File: src/rtl/proc_io_sched_if.sv
// proc_io_sched_if: groups the sample streams, processor strobes and status
// flags of the I/O scheduler. The scheduler uses the slave view, and the
// processor/stream side uses the master view.
interface proc_io_sched_if #(
  parameter int NCH = 4,
  parameter int DW  = 19,
  parameter int OW  = 28
);
  logic [NCH*DW-1:0] s_data;
  logic [NCH-1:0]    s_valid;
  logic [NCH-1:0]    s_ready;
  logic [NCH-1:0]    req_in;
  logic [DW-1:0]     io_in;
  logic [NCH-1:0]    out_en;
  logic [OW-1:0]     io_out;
  logic [NCH*OW-1:0] m_data;
  logic [NCH-1:0]    m_valid;
  logic [NCH-1:0]    m_ready;
  logic [NCH-1:0]    underrun;
  logic [NCH-1:0]    overrun;
  logic              sel_err;
  logic              clr_flags;

  modport slave (
    input  s_data, s_valid, req_in, out_en, io_out, m_ready, clr_flags,
    output s_ready, io_in, m_data, m_valid, underrun, overrun, sel_err
  );

  modport master (
    output s_data, s_valid, req_in, out_en, io_out, m_ready, clr_flags,
    input  s_ready, io_in, m_data, m_valid, underrun, overrun, sel_err
  );
endinterface

File: src/rtl/proc_io_sched.sv
// proc_io_sched: I/O scheduler between the float processor's decoded I/O
// strobes and NCH external sample streams. Each input channel has a 2-deep
// FIFO that is popped by a one-hot read strobe. Each output channel has a
// valid/ready register that is loaded by a one-hot write strobe. Sticky
// flags report underrun, overrun and multi-hot strobes.
// Optional macro PROC_IO_SCHED_STAT_EN adds the frame_cnt port. frame_cnt
// counts frames, where a frame is complete once every channel has been
// popped at least once.
module proc_io_sched #(
  parameter int NCH = 4,
  parameter int DW  = 19,
  parameter int OW  = 28
) (
  input  logic           clk,
  input  logic           rst,
  proc_io_sched_if.slave bus
`ifdef PROC_IO_SCHED_STAT_EN
  ,
  output logic [15:0]    frame_cnt
`endif
);
  localparam int SW = (NCH > 1) ? $clog2(NCH) : 1;

  logic [DW-1:0]     r_fifo [NCH][2];
  logic [1:0]        r_cnt  [NCH];
  logic [DW-1:0]     r_hold [NCH];
  logic [NCH*OW-1:0] r_m_data;
  logic [NCH-1:0]    r_m_valid;
  logic [NCH-1:0]    r_underrun;
  logic [NCH-1:0]    r_overrun;
  logic              r_sel_err;

  logic [SW-1:0]  w_sel;
  logic [SW-1:0]  w_osel;
  logic           w_rd_any;
  logic           w_wr_any;
  logic           w_multi;
  logic           w_pop;
  logic [NCH-1:0] w_sel_vec;
  logic [NCH-1:0] w_osel_vec;
  logic [NCH-1:0] w_s_ready;
  logic [NCH-1:0] w_push;
  logic [NCH-1:0] w_pop_vec;
  logic [NCH-1:0] w_cap_vec;
  logic [NCH-1:0] w_und_set;
  logic [NCH-1:0] w_ovr_set;
  logic [DW-1:0]  w_io_in;

  // Lowest set bit wins for both strobes. The loop runs downward so that
  // the last assignment is the lowest index.
  always_comb begin
    w_sel  = '0;
    w_osel = '0;
    for (int i = NCH - 1; i >= 0; i--) begin
      if (bus.req_in[i]) w_sel = SW'(i);
      if (bus.out_en[i]) w_osel = SW'(i);
    end
  end

  assign w_rd_any   = |bus.req_in;
  assign w_wr_any   = |bus.out_en;
  assign w_multi    = ((bus.req_in & (bus.req_in - 1'b1)) != '0) ||
                      ((bus.out_en & (bus.out_en - 1'b1)) != '0);
  assign w_sel_vec  = w_rd_any ? ({{(NCH-1){1'b0}}, 1'b1} << w_sel) : '0;
  assign w_osel_vec = w_wr_any ? ({{(NCH-1){1'b0}}, 1'b1} << w_osel) : '0;
  assign w_pop      = w_rd_any && (r_cnt[w_sel] != 2'd0);
  assign w_pop_vec  = w_pop ? w_sel_vec : '0;
  assign w_und_set  = (w_rd_any && !w_pop) ? w_sel_vec : '0;
  assign w_cap_vec  = w_osel_vec;
  assign w_ovr_set  = w_cap_vec & r_m_valid & ~bus.m_ready;

  // io_in is driven only by registered state, so a sample pushed in the
  // current cycle never reaches the processor in that same cycle.
  always_comb begin
    w_io_in = '0;
    if (w_rd_any) w_io_in = w_pop ? r_fifo[w_sel][0] : r_hold[w_sel];
  end

  // Ready is gated by rst so that upstream never sees ready during reset.
  always_comb begin
    w_s_ready = '0;
    w_push    = '0;
    for (int i = 0; i < NCH; i++) begin
      w_s_ready[i] = (r_cnt[i] < 2'd2) && rst;
      w_push[i]    = bus.s_valid[i] && w_s_ready[i];
    end
  end

  // Per-channel FIFO: entry 0 is the head. A pop shifts entry 1 forward,
  // and a push lands in the first slot that is free after that shift.
  always_ff @(posedge clk or negedge rst) begin
    if (!rst) begin
      for (int i = 0; i < NCH; i++) begin
        r_cnt[i]     <= '0;
        r_hold[i]    <= '0;
        r_fifo[i][0] <= '0;
        r_fifo[i][1] <= '0;
      end
    end else begin
      for (int i = 0; i < NCH; i++) begin
        if (w_pop_vec[i]) begin
          r_hold[i]    <= r_fifo[i][0];
          r_fifo[i][0] <= r_fifo[i][1];
        end
        if (w_push[i]) begin
          if (w_pop_vec[i] || r_cnt[i] == 2'd0) r_fifo[i][0] <= bus.s_data[i*DW +: DW];
          else                                  r_fifo[i][1] <= bus.s_data[i*DW +: DW];
        end
        case ({w_push[i], w_pop_vec[i]})
          2'b10:   r_cnt[i] <= r_cnt[i] + 2'd1;
          2'b01:   r_cnt[i] <= r_cnt[i] - 2'd1;
          default: r_cnt[i] <= r_cnt[i];
        endcase
      end
    end
  end

  // Output registers: a capture always loads the register, and a completed
  // handshake with no capture on that channel drops valid.
  always_ff @(posedge clk or negedge rst) begin
    if (!rst) begin
      r_m_data  <= '0;
      r_m_valid <= '0;
    end else begin
      for (int i = 0; i < NCH; i++) begin
        if (w_cap_vec[i]) begin
          r_m_data[i*OW +: OW] <= bus.io_out;
          r_m_valid[i]         <= 1'b1;
        end else if (r_m_valid[i] && bus.m_ready[i]) begin
          r_m_valid[i] <= 1'b0;
        end
      end
    end
  end

  // Sticky flags: a set event in the same cycle as clr_flags wins.
  always_ff @(posedge clk or negedge rst) begin
    if (!rst) begin
      r_underrun <= '0;
      r_overrun  <= '0;
      r_sel_err  <= 1'b0;
    end else begin
      r_underrun <= (r_underrun & ~{NCH{bus.clr_flags}}) | w_und_set;
      r_overrun  <= (r_overrun  & ~{NCH{bus.clr_flags}}) | w_ovr_set;
      r_sel_err  <= (r_sel_err  & ~bus.clr_flags) | w_multi;
    end
  end

  assign bus.s_ready  = w_s_ready;
  assign bus.io_in    = w_io_in;
  assign bus.m_data   = r_m_data;
  assign bus.m_valid  = r_m_valid;
  assign bus.underrun = r_underrun;
  assign bus.overrun  = r_overrun;
  assign bus.sel_err  = r_sel_err;

`ifdef PROC_IO_SCHED_STAT_EN
  logic [NCH-1:0] r_mask;
  logic [15:0]    r_frame_cnt;
  logic [NCH-1:0] w_mask_nxt;

  assign w_mask_nxt = r_mask | w_pop_vec;

  // Only one pop can happen per cycle. A pop that repeats a channel already
  // in the mask leaves the mask unchanged, so the pop that completes a
  // frame is always the first pop of its channel and the mask clears
  // completely.
  always_ff @(posedge clk or negedge rst) begin
    if (!rst) begin
      r_mask      <= '0;
      r_frame_cnt <= '0;
    end else if (&w_mask_nxt) begin
      r_mask      <= '0;
      r_frame_cnt <= r_frame_cnt + 16'd1;
    end else begin
      r_mask <= w_mask_nxt;
    end
  end

  assign frame_cnt = r_frame_cnt;
`endif
endmodule

File: src/flat_wrapper.sv
// flat-port wrapper written by rule: the top's interface ports become plain ports
module proc_io_sched_flat 
#(
  parameter int NCH = 4,
  parameter int DW  = 19,
  parameter int OW  = 28
)
  (clk, rst, bus_s_data, bus_s_valid, bus_req_in, bus_out_en, bus_io_out, bus_m_ready, bus_clr_flags, bus_s_ready, bus_io_in, bus_m_data, bus_m_valid, bus_underrun, bus_overrun, bus_sel_err);
  proc_io_sched_if #(.NCH(NCH), .DW(DW), .OW(OW)) bus_i ();
  input  logic clk;
  input  logic rst;
  input wire logic [$bits(bus_i.s_data)-1:0] bus_s_data;
  input wire logic [$bits(bus_i.s_valid)-1:0] bus_s_valid;
  input wire logic [$bits(bus_i.req_in)-1:0] bus_req_in;
  input wire logic [$bits(bus_i.out_en)-1:0] bus_out_en;
  input wire logic [$bits(bus_i.io_out)-1:0] bus_io_out;
  input wire logic [$bits(bus_i.m_ready)-1:0] bus_m_ready;
  input wire logic [$bits(bus_i.clr_flags)-1:0] bus_clr_flags;
  output wire logic [$bits(bus_i.s_ready)-1:0] bus_s_ready;
  output wire logic [$bits(bus_i.io_in)-1:0] bus_io_in;
  output wire logic [$bits(bus_i.m_data)-1:0] bus_m_data;
  output wire logic [$bits(bus_i.m_valid)-1:0] bus_m_valid;
  output wire logic [$bits(bus_i.underrun)-1:0] bus_underrun;
  output wire logic [$bits(bus_i.overrun)-1:0] bus_overrun;
  output wire logic [$bits(bus_i.sel_err)-1:0] bus_sel_err;
  assign bus_i.s_data = bus_s_data;
  assign bus_i.s_valid = bus_s_valid;
  assign bus_i.req_in = bus_req_in;
  assign bus_i.out_en = bus_out_en;
  assign bus_i.io_out = bus_io_out;
  assign bus_i.m_ready = bus_m_ready;
  assign bus_i.clr_flags = bus_clr_flags;
  assign bus_s_ready = bus_i.s_ready;
  assign bus_io_in = bus_i.io_in;
  assign bus_m_data = bus_i.m_data;
  assign bus_m_valid = bus_i.m_valid;
  assign bus_underrun = bus_i.underrun;
  assign bus_overrun = bus_i.overrun;
  assign bus_sel_err = bus_i.sel_err;
  proc_io_sched #(.NCH(NCH), .DW(DW), .OW(OW)) u_core (.clk(clk), .rst(rst), .bus(bus_i));
endmodule
File: config.mk
export PLATFORM = sky130hd
export DESIGN_NAME = proc_io_sched_flat
export DESIGN_NICKNAME = d
export VERILOG_FILES = /design/src/rtl/proc_io_sched_if.sv /design/src/rtl/proc_io_sched.sv /design/src/flat_wrapper.sv
export SDC_FILE = /design/constraint.sdc
export NUM_CORES = 1
export LEC_CHECK = 0
export ABC_AREA = 1
export CAP_MARGIN = 20
export CORE_MARGIN = 4
export CORE_UTILIZATION = 47
export DETAILED_ROUTE_END_ITERATION = 8
export GPL_TIMING_DRIVEN = 0
export PLACE_DENSITY = 0.77
export SYNTH_ARGS = -nofsm -noshare
export SYNTH_HDL_FRONTEND = slang
export SYNTH_SLANG_ARGS = --single-unit
export TNS_END_PERCENT = 100
File: constraint.sdc
create_clock -name clk -period 2.5 [get_ports clk]
set_clock_uncertainty 0.15 [all_clocks]
set_input_delay 0.375 -clock clk [delete_from_list [all_inputs] [get_ports clk]]
set_output_delay 0.375 -clock clk [all_outputs]
set_load 0.02 [all_outputs]
==> flow_metrics.env, run 1 <==
export IMPL_grt_pass1_wl_mm=78.6
export IMPL_route_detailed_drc=0
export IMPL_fp_dieW_um=190
export IMPL_hp_class="input pin to flop"
export IMPL_ys_types=34
export IMPL_via_count=14100
export IMPL_area_growth_pct=34.3
export IMPL_clkLatencyLatePin_ns=0.52
export IMPL_cts_sinks=361
export IMPL_final_common_cell="nand2_1"
export IMPL_coreArea_sq_mm=0.0325
export IMPL_grt_antenna_before_repair=1
export IMPL_whs_path_depth=3
export IMPL_final_core_util_pct=64.0
export IMPL_p_leak_uw=0.0100
export IMPL_ant_nets=0
export IMPL_rows=66
export IMPL_grt_busiest_layer="met2"
export IMPL_grt_use_met2_pct=45.8
export IMPL_mostFrequentLayoutCells="507 x nand2_1, 361 x dfrtp_1, 316 x o21ai_0, 244 x clkdlybuf4s50_1, 168 x inv_1"
export IMPL_finalHoldViolCount=0
export IMPL_synth_edf_count=0
export IMPL_critPathKind="flop to output pin"
export IMPL_path_clk_slew_ns=0.06
export IMPL_ys_seq_elements=361
export IMPL_avgSynthCellArea_sq_um=8.74
export IMPL_syn_inst=1776
export IMPL_synth_area_sq_mm=0.0155
export IMPL_grtUsageMet3_pct=5.12
export IMPL_period_share_pct=107
export IMPL_numCtsBuffers=39
export IMPL_syn_nets=1899
export IMPL_slew_headroom_pct=52.0
export IMPL_timing_rr_end="u_core.r_fifo[127]"
export IMPL_cts_tree="yes"
export IMPL_cellPowerDensity_mw_per_mm2=1090
export IMPL_timing_hold_ws_ns=0.147
export IMPL_worstHoldStart="bus_req_in[0]"
export IMPL_clk_path_buf_depth=3
export IMPL_dp_hpwl_mm=36.6
export IMPL_rrSetupSlack_ns=0.26
export IMPL_io_pins=271
export IMPL_tightest_slew_ns=0.720
export IMPL_globalRoute_totalOverflow=0
export IMPL_die_y_um=190
export IMPL_cts_htree_levels=2
export IMPL_violations="setup timing"
export IMPL_dr_pass1_iters=5
export IMPL_drive_gt1_share_pct=11.5
export IMPL_reg2reg_depth=11
export IMPL_grtUsageMet1_pct=35.5
export IMPL_crit_path_max_fanout=5
export IMPL_final_nets=2233
export IMPL_grt_pass1_vias=14100
export IMPL_totalWireLength_mm=50.6
export IMPL_holdPathEnd="u_core.bus.underrun[0]"
export IMPL_status="complete, but fails checks"
export IMPL_rsz0062_at_grt="yes"
export IMPL_die_area_sq_mm=0.0360
export IMPL_p_total_uw=22700
export IMPL_layout_setup_ws_ns=-0.187
export IMPL_antenna_cells=0
export IMPL_gp_congestion=0.926
export IMPL_crit_path_start="u_core.r_cnt[1]"
export IMPL_fin_setup_tns_ns=-2.63
export IMPL_start_util_pct=47.7
export IMPL_ys_seq_area_share_pct=58.2
export IMPL_clk_root_buffer_cell="clkbuf_16"
export IMPL_max_cap_violations=0
export IMPL_ir_worst_vdd_uv=716
export IMPL_crit_arrival_ns=2.16
export IMPL_wl_per_cell_um=19.6
export IMPL_io_buffers=268
export IMPL_routed_via_density=5.46
export IMPL_async_flop_share_pct=100
export IMPL_pre_cts_ws_ns=-1.52
export IMPL_rr_startpoint="u_core.r_cnt[1]"
export IMPL_grt_use_total_pct=27.6
export IMPL_initialDrtViolationCount=1113
export IMPL_slew_violations=0
export IMPL_ys_warn_count=0
export IMPL_grt_max_degree=127
export IMPL_endpoint_kind="output pin"
export IMPL_required_ns=1.98
export IMPL_fmax_mhz=372
export IMPL_critPathLaunchType="flop"
export IMPL_ys_flop_type="dfrtp_1"
export IMPL_setup_viol=19
export IMPL_period_minus_slack_ns=2.69
[cell usage after synthesis, types with 2 or more instances]
master	count	area [sq um]
nand2_1	529	1990
inv_1	180	676
dfrtp_1	361	9030
nand2_2	2	12.5
o211ai_1	39	293
a21oi_1	14	70.1
o22ai_1	36	225
clkbuf_1	77	289
inv_2	3	11.3
o2111ai_1	2	17.5
buf_4	2	15.0
o32ai_1	4	35.0
buf_2	22	110
nor2_1	56	210
nand3_1	24	120
a31oi_1	3	18.8
nand4_1	39	244
nand3_2	4	40.0
xor2_1	7	61.3
buf_1	5	18.8
a211oi_1	10	75.1
mux2_2	17	191
o21ai_0	325	1630
o31ai_1	5	37.5
[worst max-delay path: stages, from the launching register on]
cell and delay (ns):
dfrtp_1 0.40, inv_2 0.09, nand2_4 0.08, nand3_4 0.10, nand2_2 0.06, inv_2 0.07
nand3_4 0.11, nor2_4 0.19, buf_6 0.15, buf_4 0.11, nand2_1 0.05, nand2_2 0.10
buf_6 0.12
[report_power, final]
part	leakage, uW	internal, uW	switching (uW)	total, uW
clock network	0.000657	3640	2360	6000
registers	0.00447	7940	1350	9300
logic	0.00489	2950	4420	7360
total	0.0100	14500	8130	22700
[metal layers]
metal,share of wire [%],vias to the layer above,wire length [um]
met4,4.9,2,2500
met2,47,685,24000
met1,40,6801,20000
met3,8.1,117,4090
met5,0.022,-,11
li1,-,6481,-
[worst max path at each step]
| stage | to | slack, ns |
|---|---|---|
| 6_report | bus_io_in[2] | -0.19 |
| 3_5_place_dp | bus_io_in[6] | -1.52 |
| 5_1_grt | bus_io_in[13] | -0.31 |
| 3_3_place_gp | u_core.r_fifo[106] | -17.11 |
| 4_1_cts | bus_io_in[5] | -0.20 |
| 2_1_floorplan | bus_io_in[15] | 0.04 |
[stage by stage]
step | instance area (sq um) | std cells
floorplan | 15500 | 1776
global placement | 18700 | 2486
detailed placement | 18800 | 2488
CTS | 20700 | 2579
global route | 20800 | 2581
finish | 20800 | 2581
[cell type report]
type                    instances  area, sq um
repair buffers                293         3010
clock inverters                15          199
fillers                      2690        11700
multi-input cells            1125         5690
flip-flops and latches        361         9030
clock buffers                  55         1150
inverters                     184          701
plain buffers                 106          499
well taps                     442          553
[what timing repair did]
action                                  in CTS  in global routing
endpoints found under the setup margin     106                 19
hold buffers                                 3                  0
setup buffers                               16                  3
endpoints found under the hold margin      120                  0
pin swaps                                   18                  7
cloned                                       2                  0
gates resized for setup                    229                 28
[registers in the layout (all words and copies together), names as in the netlist]
| signal | count |
|---|---|
| u_core.r_hold | 76 |
| u_core.bus.m_data | 112 |
| u_core.r_fifo | 152 |
| u_core.bus.underrun | 4 |
| u_core.bus.sel_err | 1 |
| u_core.r_cnt | 8 |
| u_core.bus.m_valid | 4 |
| u_core.bus.overrun | 4 |
[cells by family after synthesis]
group,synth area share (%)
xor+xnor,0.395
buf+inv,7.24
compound gates,15.5
flops,58.2
mux,1.23
simple gates,17.3
Power figures use the tool's default switching activity.
==> run 2: changes to the inputs <==
--- a/config.mk
+++ b/config.mk
@@ -8,10 +8,10 @@
 export ABC_AREA = 1
 export CAP_MARGIN = 20
 export CORE_MARGIN = 4
-export CORE_UTILIZATION = 47
+export CORE_UTILIZATION = 45
 export DETAILED_ROUTE_END_ITERATION = 8
 export GPL_TIMING_DRIVEN = 0
-export PLACE_DENSITY = 0.77
+export PLACE_DENSITY = 0.75
 export SYNTH_ARGS = -nofsm -noshare
 export SYNTH_HDL_FRONTEND = slang
 export SYNTH_SLANG_ARGS = --single-unit
==> run 2 against run 1 <==
The run still ends with setup timing left; sequential power is 1% higher; setup slack improved by 0.0057 ns; register-to-register slack gained 0.12 ns; combinational power up 2%; sequential cell count did not move; non-clock buffer count is 19 higher; core utilization fell by 1.7 points; fmax grew 0.21%.
==> flow_metrics.env, run 2 (same netlist as run 1, synthesis figures left out) <==
export IMPL_status="complete, but fails checks"
export IMPL_violations="setup timing"
export IMPL_period_share_pct=107
export IMPL_cts_tree="yes"
export IMPL_area_growth_pct=35.6
export IMPL_crit_arrival_ns=2.16
export IMPL_dp_hpwl_mm=37.3
export IMPL_io_pins=271
export IMPL_final_core_util_pct=62.3
export IMPL_slew_violations=0
export IMPL_dr_pass1_iters=5
export IMPL_dp_cells=2495
export IMPL_top_register="u_core.r_fifo"
export IMPL_p_leak_uw=0.0101
export IMPL_io_buffers=268
export IMPL_fmax_mhz=373
export IMPL_rsz0062_at_grt="yes"
export IMPL_ant_nets=0
export IMPL_rows=67
export IMPL_grt_pass1_wl_mm=80.8
export IMPL_reg2reg_depth=9
export IMPL_clk_path_buf_depth=3
export IMPL_endpoint_kind="output pin"
export IMPL_rr_startpoint="u_core.r_cnt[1]"
export IMPL_period_minus_slack_ns=2.68
export IMPL_clk_root_buffer_cell="clkbuf_16"
export IMPL_crit_path_max_fanout=5
export IMPL_totalWireLength_mm=52.1
export IMPL_whs_path_depth=3
export IMPL_stdcell_count=2610
export IMPL_cellPowerDensity_mw_per_mm2=1090
export IMPL_die_area_sq_mm=0.0375
export IMPL_clkLatencyLatePin_ns=0.53
export IMPL_setup_viol=19
export IMPL_timing_rr_end="u_core.r_hold[9]"
export IMPL_ir_worst_vdd_uv=652
export IMPL_p_total_uw=23000
export IMPL_critPathKind="flop to output pin"
export IMPL_hp_class="input pin to flop"
export IMPL_required_ns=1.98
export IMPL_route_detailed_drc=0
export IMPL_cts_sinks=361
export IMPL_drive_gt1_share_pct=11.7
export IMPL_via_count=14200
export IMPL_cts_htree_levels=2
export IMPL_worstHoldStart="bus_req_in[0]"
export IMPL_grt_max_degree=121
export IMPL_final_common_cell="nand2_1"
export IMPL_rrSetupSlack_ns=0.38
export IMPL_initialDrtViolationCount=1276
export IMPL_gp_congestion=1.00
export IMPL_globalRoute_totalOverflow=0
export IMPL_wl_per_cell_um=20.0
export IMPL_mostFrequentLayoutCells="505 x nand2_1, 361 x dfrtp_1, 316 x o21ai_0, 242 x clkdlybuf4s50_1, 168 x inv_1"
export IMPL_final_nets=2252
export IMPL_routed_via_density=5.43
export IMPL_fp_dieW_um=194
export IMPL_grt_antenna_before_repair=4
export IMPL_max_cap_violations=0
export IMPL_start_util_pct=45.9
export IMPL_pre_cts_ws_ns=-1.43
export IMPL_critPathLaunchType="flop"
export IMPL_die_y_um=194
export IMPL_finalHoldViolCount=0
export IMPL_largest_reg_flops=152
export IMPL_tightest_slew_ns=0.663
export IMPL_grt_use_total_pct=27.0
export IMPL_path_clk_slew_ns=0.06
export IMPL_holdPathEnd="u_core.bus.underrun[0]"
export IMPL_coreArea_sq_mm=0.0338
export IMPL_grt_pass1_vias=14000
export IMPL_layout_setup_ws_ns=-0.181
export IMPL_crit_path_start="u_core.r_cnt[3]"
export IMPL_slew_headroom_pct=55.8
export IMPL_numCtsBuffers=39
[run 2: cell types whose count changed in the layout (fill, tap and decap cells not counted), sizes merged]
cell           change
dlymetal6s2s       -1
clkbuf             +5
clkinvlp           -2
inv                +1
bufbuf             +2
diode              +4
clkdlybuf4s15      -1
clkinv             -5
dlygate4sd2        +4
dlygate4sd3        +2
bufinv             +1
clkdlybuf4s50      -2
buf               +15
[run 2: timing repair]
action / CTS / global route
gates resized for setup: 209 / 42
hold endpoints to repair: 249 / 0
setup endpoints to repair: 103 / 19
pin swaps: 14 / 13
gates cloned: 4 / 0
setup buffers: 21 / 8
hold buffers: 8 / 0
[run 2: metrics by stage]
stage / hold WS (ns) / TNS, ns / instance area [sq um]
5_1_grt: 0.101 / -3.56 / 21000
2_1_floorplan: -0.0706 / 0 / 15500
6_report: 0.0987 / -2.40 / 21000
4_1_cts: 0.0747 / -2.08 / 20900
3_3_place_gp: 0.294 / -7762.44 / 18800
3_5_place_dp: 0.214 / -125.56 / 18800
[run 2: how the worst max path moves through the flow]
| stage | end | slack (ns) |
|---|---|---|
| global placement | u_core.r_fifo[96] | -16.29 |
| finish | bus_io_in[15] | -0.18 |
| detailed placement | bus_io_in[4] | -1.43 |
| global route | bus_io_in[12] | -0.23 |
| floorplan | bus_io_in[15] | 0.04 |
| CTS | bus_io_in[6] | -0.19 |
[run 2: report_power, final]
part / internal, uW / switching (uW)
Combinational: 3040 / 4460
Sequential: 7950 / 1450
Clock: 3750 / 2360
[run 2: critical path: stages (launching register included)]
cell and delay [ns]:
dfrtp_1 0.41, inv_2 0.09, nand2_4 0.07, nand3_4 0.09
nand2_2 0.05, inv_2 0.06, nand3_4 0.12, nor2_4 0.20
buf_6 0.17, o211ai_1 0.10, o21ai_2 0.11, buf_6 0.15
[run 2: routing by layer]
layer	vias up	track usage, %	routed length (um)
li1	6543	-	-
met1	6842	35.6	20700
met2	654	43.6	24400
met3	136	6.32	4730
met4	0	10.9	2320
met5	-	0	0
[run 2: cell type report]
| type | count | area (sq um) |
|---|---|---|
| Fill cell | 2749 | 12700 |
| Sequential cell | 361 | 9030 |
| Multi-Input combinational cell | 1125 | 5630 |
| Timing Repair Buffer | 312 | 3240 |
| Clock buffer | 60 | 1170 |
| Inverter | 184 | 702 |
| Tap cell | 448 | 561 |
| Buffer | 106 | 499 |
| Clock inverter | 10 | 200 |
| Antenna cell | 4 | 10.0 |
